**src/rtl/fpna_lif_cell.sv**
```systemverilog
// fpna_lif_cell
// -------------
// One configurable leaky integrate-and-fire neuron. It is also one segment of
// the serial configuration chain that programs the whole neuron array.
//
// Handshake: there is none. config_en is a level. While it is high, the cell
// shifts one configuration bit per clock and holds its neuron state at rest.
// While it is low, the cell integrates spike_in on every clock.
//
// Ports
//   clk        rising-edge clock
//   rst_n      asynchronous active-low reset; clears everything, including cfg
//   reset_nn   synchronous active-low network reset; clears neuron state only
//   config_en  1 = shift the configuration chain and freeze the neuron
//   bs_in      serial configuration input; enters at cfg[CFG_LEN-1]
//   bs_out     serial configuration output; always cfg[0]
//   spike_in   input spikes, N_IN wide, sampled every clock
//   spike_out  registered output spike, one cycle per threshold crossing
//   v_mon      current membrane potential (signed), for debug
//
// cfg layout, LSB first:
//   weights (N_IN x W_BITS, signed) | thr (V_BITS, signed) | leak shift L (3)
//   | refractory R (3) | en (1) | mode (1)
module fpna_lif_cell #(
    parameter int N_IN    = 4,
    parameter int W_BITS  = 4,
    parameter int V_BITS  = 8,
    parameter int CFG_LEN = N_IN * W_BITS + V_BITS + 8
) (
    input  logic              clk,
    input  logic              rst_n,
    input  logic              reset_nn,
    input  logic              config_en,
    input  logic              bs_in,
    output logic              bs_out,
    input  logic [N_IN-1:0]   spike_in,
    output logic              spike_out,
    output logic [V_BITS-1:0] v_mon
);

    localparam int THR_LSB  = N_IN * W_BITS;
    localparam int L_LSB    = THR_LSB + V_BITS;
    localparam int R_LSB    = L_LSB + 3;
    localparam int EN_BIT   = R_LSB + 3;
    localparam int MODE_BIT = EN_BIT + 1;
    // Three guard bits cover v - leak + (sum of N_IN weights) without wrap.
    localparam int S_BITS   = V_BITS + 3;

    localparam logic signed [S_BITS-1:0] VMAX_S = S_BITS'((1 << (V_BITS - 1)) - 1);
    localparam logic signed [S_BITS-1:0] VMIN_S = ~VMAX_S;

    logic [CFG_LEN-1:0]       cfg_q, cfg_d;
    logic signed [V_BITS-1:0] v_q, v_d;
    logic [2:0]               refr_q, refr_d;
    logic                     spike_q, spike_d;

    // Decoded configuration fields
    logic signed [V_BITS-1:0] thr;
    logic [2:0]               l_shift;
    logic [2:0]               r_len;
    logic                     en;
    logic                     mode;

    // Integration datapath
    logic signed [W_BITS-1:0] w_cur;
    logic signed [S_BITS-1:0] sum;
    logic signed [S_BITS-1:0] v_ext;
    logic signed [S_BITS-1:0] lk;
    logic signed [S_BITS-1:0] raw;
    logic signed [V_BITS-1:0] sat_v;
    logic signed [S_BITS-1:0] diff;
    logic signed [V_BITS-1:0] sub_v;
    logic                     fire;

    function automatic logic signed [V_BITS-1:0] clamp(input logic signed [S_BITS-1:0] x);
        logic signed [V_BITS-1:0] r;
        if (x > VMAX_S) begin
            r = VMAX_S[V_BITS-1:0];
        end else if (x < VMIN_S) begin
            r = VMIN_S[V_BITS-1:0];
        end else begin
            r = x[V_BITS-1:0];
        end
        return r;
    endfunction

    always_comb begin
        thr     = cfg_q[THR_LSB +: V_BITS];
        l_shift = cfg_q[L_LSB +: 3];
        r_len   = cfg_q[R_LSB +: 3];
        en      = cfg_q[EN_BIT];
        mode    = cfg_q[MODE_BIT];

        sum   = '0;
        w_cur = '0;
        for (int i = 0; i < N_IN; i++) begin
            w_cur = cfg_q[i * W_BITS +: W_BITS];
            if (spike_in[i]) begin
                sum = sum + {{(S_BITS - W_BITS){w_cur[W_BITS-1]}}, w_cur};
            end
        end

        v_ext = {{(S_BITS - V_BITS){v_q[V_BITS-1]}}, v_q};

        // Leak is the arithmetic (flooring) shift of v; L=0 disables it.
        // Written as an if so the shift stays in a purely signed expression.
        lk = '0;
        if (l_shift != 3'd0) begin
            lk = v_ext >>> l_shift;
        end

        raw   = v_ext - lk + sum;
        sat_v = clamp(raw);
        fire  = (sat_v >= thr);
        diff  = {{(S_BITS - V_BITS){sat_v[V_BITS-1]}}, sat_v}
              - {{(S_BITS - V_BITS){thr[V_BITS-1]}}, thr};
        sub_v = clamp(diff);
    end

    always_comb begin
        cfg_d   = cfg_q;
        v_d     = v_q;
        refr_d  = refr_q;
        spike_d = 1'b0;

        if (config_en) begin
            cfg_d = {bs_in, cfg_q[CFG_LEN-1:1]};
        end

        if (config_en || !reset_nn || !en) begin
            v_d    = '0;
            refr_d = '0;
        end else if (refr_q != 3'd0) begin
            refr_d = refr_q - 3'd1;
        end else if (fire) begin
            spike_d = 1'b1;
            refr_d  = r_len;
            v_d     = mode ? sub_v : '0;
        end else begin
            v_d = sat_v;
        end
    end

    always_ff @(posedge clk or negedge rst_n) begin
        if (!rst_n) begin
            cfg_q   <= '0;
            v_q     <= '0;
            refr_q  <= '0;
            spike_q <= 1'b0;
        end else begin
            cfg_q   <= cfg_d;
            v_q     <= v_d;
            refr_q  <= refr_d;
            spike_q <= spike_d;
        end
    end

    assign bs_out    = cfg_q[0];
    assign spike_out = spike_q;
    assign v_mon     = v_q;

endmodule
```
**config.mk**
```make
export PLATFORM = sky130hd
export DESIGN_NAME = fpna_lif_cell
export DESIGN_NICKNAME = d
export VERILOG_FILES = /design/src/rtl/fpna_lif_cell.sv
export SDC_FILE = /design/constraint.sdc
export NUM_CORES = 1
export LEC_CHECK = 0
export BUFFER_PORTS_ARGS = -buffer_cell sky130_fd_sc_hd__buf_2
export CORE_ASPECT_RATIO = 0.75
export CORE_MARGIN = 2
export CORE_UTILIZATION = 40
export DETAILED_ROUTE_END_ITERATION = 12
export GPL_TIMING_DRIVEN = 0
export PLACE_DENSITY = 0.65
export SYNTH_ARGS = -nofsm -noshare
export SYNTH_HDL_FRONTEND = slang
export SYNTH_SLANG_ARGS = --single-unit
```
**constraint.sdc**
```tcl
create_clock -name clk -period 15.69 [get_ports clk]
set_input_delay 0.7845 -clock clk [delete_from_list [all_inputs] [get_ports clk]]
set_output_delay 0.7845 -clock clk [all_outputs]
set_load 0.02 [all_outputs]
```
==> results of run 1 <==
[cells by family after synthesis]
family	share of synthesized area, %
AO/OA/AOI/OAI	21.9
flip-flops	24.4
AND/OR/NAND/NOR	11.8
adder cells (fa/ha/maj)	19.8
buffers and inverters	5.16
multiplexers	10.6
XOR/XNOR	6.36
[critical path: cells and delay by family]
family	cells	cell delay, ps
AND/OR/NAND/NOR	5	530
multiplexers	1	240
buffers and inverters	4	500
XOR/XNOR	4	860
AO/OA/AOI/OAI	20	3850
adder cells (fa/ha/maj)	9	3000
[synthesized netlist by cell type (2+ instances only)]
master | count | area [um^2]
a211oi_1 | 9 | 67.6
a21o_1 | 8 | 60.1
a21oi_1 | 37 | 185
a21oi_2 | 2 | 17.5
a22o_1 | 4 | 35.0
a31oi_1 | 5 | 31.3
and2_1 | 3 | 18.8
and3_1 | 3 | 18.8
buf_1 | 3 | 11.3
buf_2 | 3 | 15.0
clkbuf_1 | 12 | 45.0
dfrtp_1 | 44 | 1100
fa_1 | 13 | 260
ha_1 | 48 | 601
inv_1 | 39 | 146
maj3_1 | 3 | 30.0
mux2_2 | 33 | 372
mux2i_1 | 7 | 70.1
nand2_1 | 38 | 143
nand2b_1 | 11 | 68.8
nand3_1 | 3 | 15.0
nor2_1 | 42 | 158
nor2b_1 | 2 | 12.5
nor3_1 | 2 | 10.0
o211ai_1 | 5 | 37.5
o21a_1 | 5 | 37.5
o21ai_0 | 30 | 150
o21ai_1 | 14 | 70.1
o21bai_1 | 8 | 60.1
o221a_1 | 3 | 33.8
o31ai_1 | 3 | 22.5
o32ai_1 | 3 | 26.3
xnor2_1 | 19 | 166
xor2_1 | 11 | 96.3
[metal layers]
metal | vias up | GRT usage (%) | part of all wire, %
li1 | 1844 | - | -
met1 | 1751 | 25.2 | 51
met2 | 66 | 28.7 | 43
met3 | 15 | 3.72 | 4.1
met4 | 0 | 4.12 | 1.5
met5 | - | 0 | 0
[area by class of cell]
class	count	area [um^2]
Inverter	40	150
Multi-Input combinational cell	402	3170
Clock inverter	3	90.1
Fill cell	1031	5970
Clock buffer	5	125
Timing Repair Buffer	15	75.1
Tap cell	140	175
Sequential cell	44	1100
Buffer	19	82.6
[stage by stage]
| stage | util (%) | cells | setup WS (ps) |
|---|---|---|---|
| 3_3_place_gp | 43.5 | 660 | 5980 |
| 3_5_place_dp | 43.5 | 660 | 5820 |
| 4_1_cts | 45.4 | 668 | 6090 |
| 5_1_grt | 45.4 | 668 | 5410 |
| 2_1_floorplan | - | 505 | 7280 |
| 6_report | 45.4 | 668 | 6070 |
[sequential cells by signal, indices dropped and copies added, names as in the netlist]
| signal | count |
|---|---|
| cfg_q | 32 |
| refr_q | 3 |
| spike_out | 1 |
| v_mon | 8 |
[worst paths after layout]
check	start	to	slack, ps	depth (start not counted)
max in group asynchronous	rst_n	v_mon[2]	14420	1
min reg2reg	cfg_q[20]	cfg_q[19]	490	2
min in group asynchronous	rst_n	cfg_q[1]	660	1
min	cfg_q[20]	cfg_q[19]	490	2
max reg2reg	cfg_q[0]	v_mon[4]	6260	42
max	spike_in[0]	v_mon[4]	6070	43
==> impl_metrics.py, run 1 <==
metrics = {
    "status": {
        "outcome": "complete, no violations",
    },
    "floorplanning": {
        "start_util_pct": 41.2,
        "die_area_mm2": 0.0121,
        "num_io_pins": 19,
        "row_count": 33,
        "die_height_um": 95.9,
        "die_x_um": 127,
        "core_area_mm2": 0.0109,
    },
    "placed_design": {
        "numPortBuffers": 15,
        "dp_hpwl_um": 8150,
        "gp_congestion": 0.861,
        "placed_area_mm2": 0.00476,
    },
    "worst_setup_path": {
        "cp_max_fo": 10,
        "worstPathArrival_ps": 9800,
        "cp_slowest_cell": "o31ai_1",
        "crit_required_ps": 15860,
        "slowest_delay_ps": 620,
        "path_class": "in2reg",
        "cp-end-kind": "flop",
        "critPathLaunchType": "input pin",
    },
    "detailed_routing": {
        "viasPerCell": 5.50,
        "num_vias": 3676,
        "antenna_left": 0,
        "first_pass_iters": 4,
        "drt_iter0_drc": 244,
        "post_drt_wl_per_cell_um": 15.3,
        "wirelength_um": 10200,
        "drc_errors": 0,
    },
    "grt": {
        "grt_max_degree": 45,
        "grt_pass1_vias": 3705,
        "grt_pass1_wl_um": 17500,
        "antenna_found_initial": 0,
        "track_usage_pct": 18.0,
        "grt_overflow": 0,
    },
    "yosys": {
        "seq_area_frac_synth_pct": 24.4,
        "synth_area_per_cell_um2": 8.92,
        "ys_types": 64,
        "synthArstFlopShare_pct": 100,
        "syn_nets": 575,
        "synth-seq-cells": 44,
        "synth_ff_type": "dfrtp_1",
        "synth_area_mm2": 0.00451,
        "synth_cells": 505,
        "synth_enable_flop_cells": 0,
        "yosys_warnings": 0,
    },
    "final_layout": {
        "antennaDiodeCount": 0,
        "final_cell_area_mm2": 0.00497,
        "layout_commonest_cell": "ha_1",
        "num-nets-final": 597,
        "drive_gt1_share_pct": 13.4,
        "area_growth_pct": 10.3,
        "layout_common_cells": "ha_1, dfrtp_1, nor2_1, inv_1, nand2_1",
    },
    "sta": {
        "min_period_over_period_pct": 61.3,
        "period_needed_ps": 9620,
        "worst_slew_pin_slew_ps": 986,
        "fin_worst_skew_ps": 6.09,
        "hold_slack_ps": 486,
        "maxSlewViolCount": 0,
        "final_hold_viol_count": 0,
        "finalSetupTns_ps": 0,
        "finalSetupViolCount": 0,
        "relSlewSlack_pct": 34.3,
        "rsz0062_at_grt": "no",
        "fmax_mhz": 104,
    },
    "clock_network": {
        "clock-sinks": 44,
        "cts_tree": "done",
        "ctsResizeCount": 0,
        "cts_hold_buf": 0,
        "clkLatencyLatePin_ps": 290,
        "clock-root-buffer": "clkbuf_16",
        "cts.reportedPaths.clkPinSlew_ps": 60,
        "cts_setup_buffers": 0,
        "clock_path_buffers": 2,
        "numCtsBuffers": 5,
        "htreeDepth": 2,
    },
    "min_path": {
        "hold_class": "reg2reg",
    },
    "job": {
        "maxCapViolCount": 0,
    },
}
Power of run 1 is left out: the tool's default activity adds up to more than one toggle a clock period on the data nets, which glitch-free logic cannot reach.
==> inputs of run 2 (changes only) <==
clock period = 9.6 ns   (was 15.69 ns; I/O delays follow)
==> impl_metrics.py, run 2 (synthesis results as in run 1) <==
metrics = {
    "sta": {
        "finalSetupViolCount": 0,
        "relSlewSlack_pct": 33.2,
        "maxSlewViolCount": 0,
        "final_hold_viol_count": 0,
        "worst_slew_pin_slew_ps": 1000,
        "period_needed_ps": 9060,
        "fin_worst_skew_ps": 5.63,
        "fmax_mhz": 110,
        "min_period_over_period_pct": 94.4,
    },
    "grt": {
        "antenna_found_initial": 0,
        "grt_overflow": 0,
        "track_usage_pct": 18.0,
        "grt_pass1_wl_um": 17500,
        "grt_max_degree": 45,
        "grt_pass1_vias": 3705,
    },
    "placed_design": {
        "dp_cells": 660,
        "dp_hpwl_um": 8150,
        "gp_congestion": 0.861,
        "numPortBuffers": 15,
    },
    "detailed_routing": {
        "viasPerCell": 5.52,
        "drc_errors": 0,
        "drt_iter0_drc": 213,
        "wirelength_um": 10200,
        "num_vias": 3682,
        "post_drt_wl_per_cell_um": 15.4,
        "antenna_left": 0,
        "first_pass_iters": 5,
    },
    "clock_network": {
        "clock-sinks": 44,
        "clock-root-buffer": "clkbuf_16",
        "clock_path_buffers": 2,
        "numCtsBuffers": 5,
        "cts_tree": "done",
        "clkLatencyLatePin_ps": 290,
        "htreeDepth": 2,
        "cts.reportedPaths.clkPinSlew_ps": 70,
    },
    "job": {
        "maxCapViolCount": 0,
    },
    "final_layout": {
        "drive_gt1_share_pct": 14.2,
        "top_register": "cfg_q",
        "layout_commonest_cell": "ha_1",
        "multi_input_area_mm2": 0.00320,
        "regArea_mm2": 0.00110,
        "fin_cells": 667,
        "area_growth_pct": 10.8,
        "largest_reg_flops": 32,
        "fillers": 1031,
        "layout_common_cells": "ha_1, dfrtp_1, nor2_1, inv_1, nand2_1",
        "num-nets-final": 596,
        "antennaDiodeCount": 0,
    },
    "floorplanning": {
        "start_util_pct": 41.2,
        "die_area_mm2": 0.0121,
        "core_area_mm2": 0.0109,
        "num_io_pins": 19,
        "die_x_um": 127,
        "die_height_um": 95.9,
        "row_count": 33,
    },
    "worst_setup_path": {
        "worstPathArrival_ps": 9280,
        "path_class": "reg2reg",
        "crit_required_ps": 9820,
        "cp_slowest_cell": "fa_1",
        "reg2regPathDepth": 41,
        "cp-end-kind": "flop",
        "critPathLaunchType": "flop",
        "timing.critical_path.mode_cell": "ha_1",
        "slowest_delay_ps": 520,
        "cp_max_fo": 10,
    },
    "min_path": {
        "hold_class": "in2async",
    },
    "status": {
        "outcome": "complete, no violations",
    },
}
## run 2: cell types whose count changed in the layout (fill, tap and decap cells not counted)
cell / delta
a2111oi_1: +1
o31ai_4: +1
clkbuf_1: -1
o21bai_2: +1
o21ai_1: -2
o21ai_2: +2
o21bai_1: -1
a2111oi_0: -1
o31ai_1: -1
## run 2: area by class of cell
class,instances,area share [%]
Buffer,18,1.58
Sequential cell,44,22.0
Multi-Input combinational cell,402,64.0
Tap cell,140,3.51
Timing Repair Buffer,15,1.50
Inverter,40,3.01
Clock inverter,3,1.80
Clock buffer,5,2.51
## run 2: per-stage QoR
step                area (um^2)  hold WS [ps]  utilization [%]  setup slack (ps)  setup TNS (ps)
floorplan                  4510           184                -              1470               0
global placement           4760           471             43.5               197               0
detailed placement         4760           466             43.5              31.4               0
CTS                        4970           386             45.4               188               0
global route               4990           415             45.6             -6.84           -6.84
finish                     4990           355             45.6               539               0
## run 2: worst max-delay path, delay by kind of cell (launching register included)
family	cells	cell delay, ps
buffers and inverters	3	310
AOI/OAI and AO/OA	20	3590
and+or+nand+nor	5	650
adders and majority gates	8	2910
muxes	1	240
xor gates and xnor gates	4	870
DFF	1	390
## run 2: worst paths after layout
| kind | endpoint | from | slack, ps |
|---|---|---|---|
| worst max-delay path | v_mon[3] | cfg_q[0] | 540 |
| worst min-delay path | cfg_q[1] | rst_n | 350 |
| worst max register to register | v_mon[3] | cfg_q[0] | 540 |
| worst min register to register | cfg_q[19] | cfg_q[20] | 490 |
| max in group asynchronous | cfg_q[23] | rst_n | 8620 |
| min in group clk | cfg_q[31] | bs_in | 410 |
## run 2: timing repair
| item | 4_1_cts | 5_1_grt |
|---|---|---|
| resized for setup | 0 | 6 |
| hold endpoints to repair | 0 | 0 |
| setup buffers | 0 | 0 |
| hold buffers | 0 | 0 |
| setup endpoints to repair | 0 | 11 |
## run 2: per-layer routing
metal | GRT usage, % | part of all wire, % | vias up
met1 | 25.2 | 51 | 1749
met3 | 3.72 | 5.0 | 13
met2 | 28.7 | 43 | 75
met5 | 0 | 0 | -
met4 | 4.12 | 1.4 | 0
li1 | - | - | 1845
Power of run 2 is left out for the same reason.
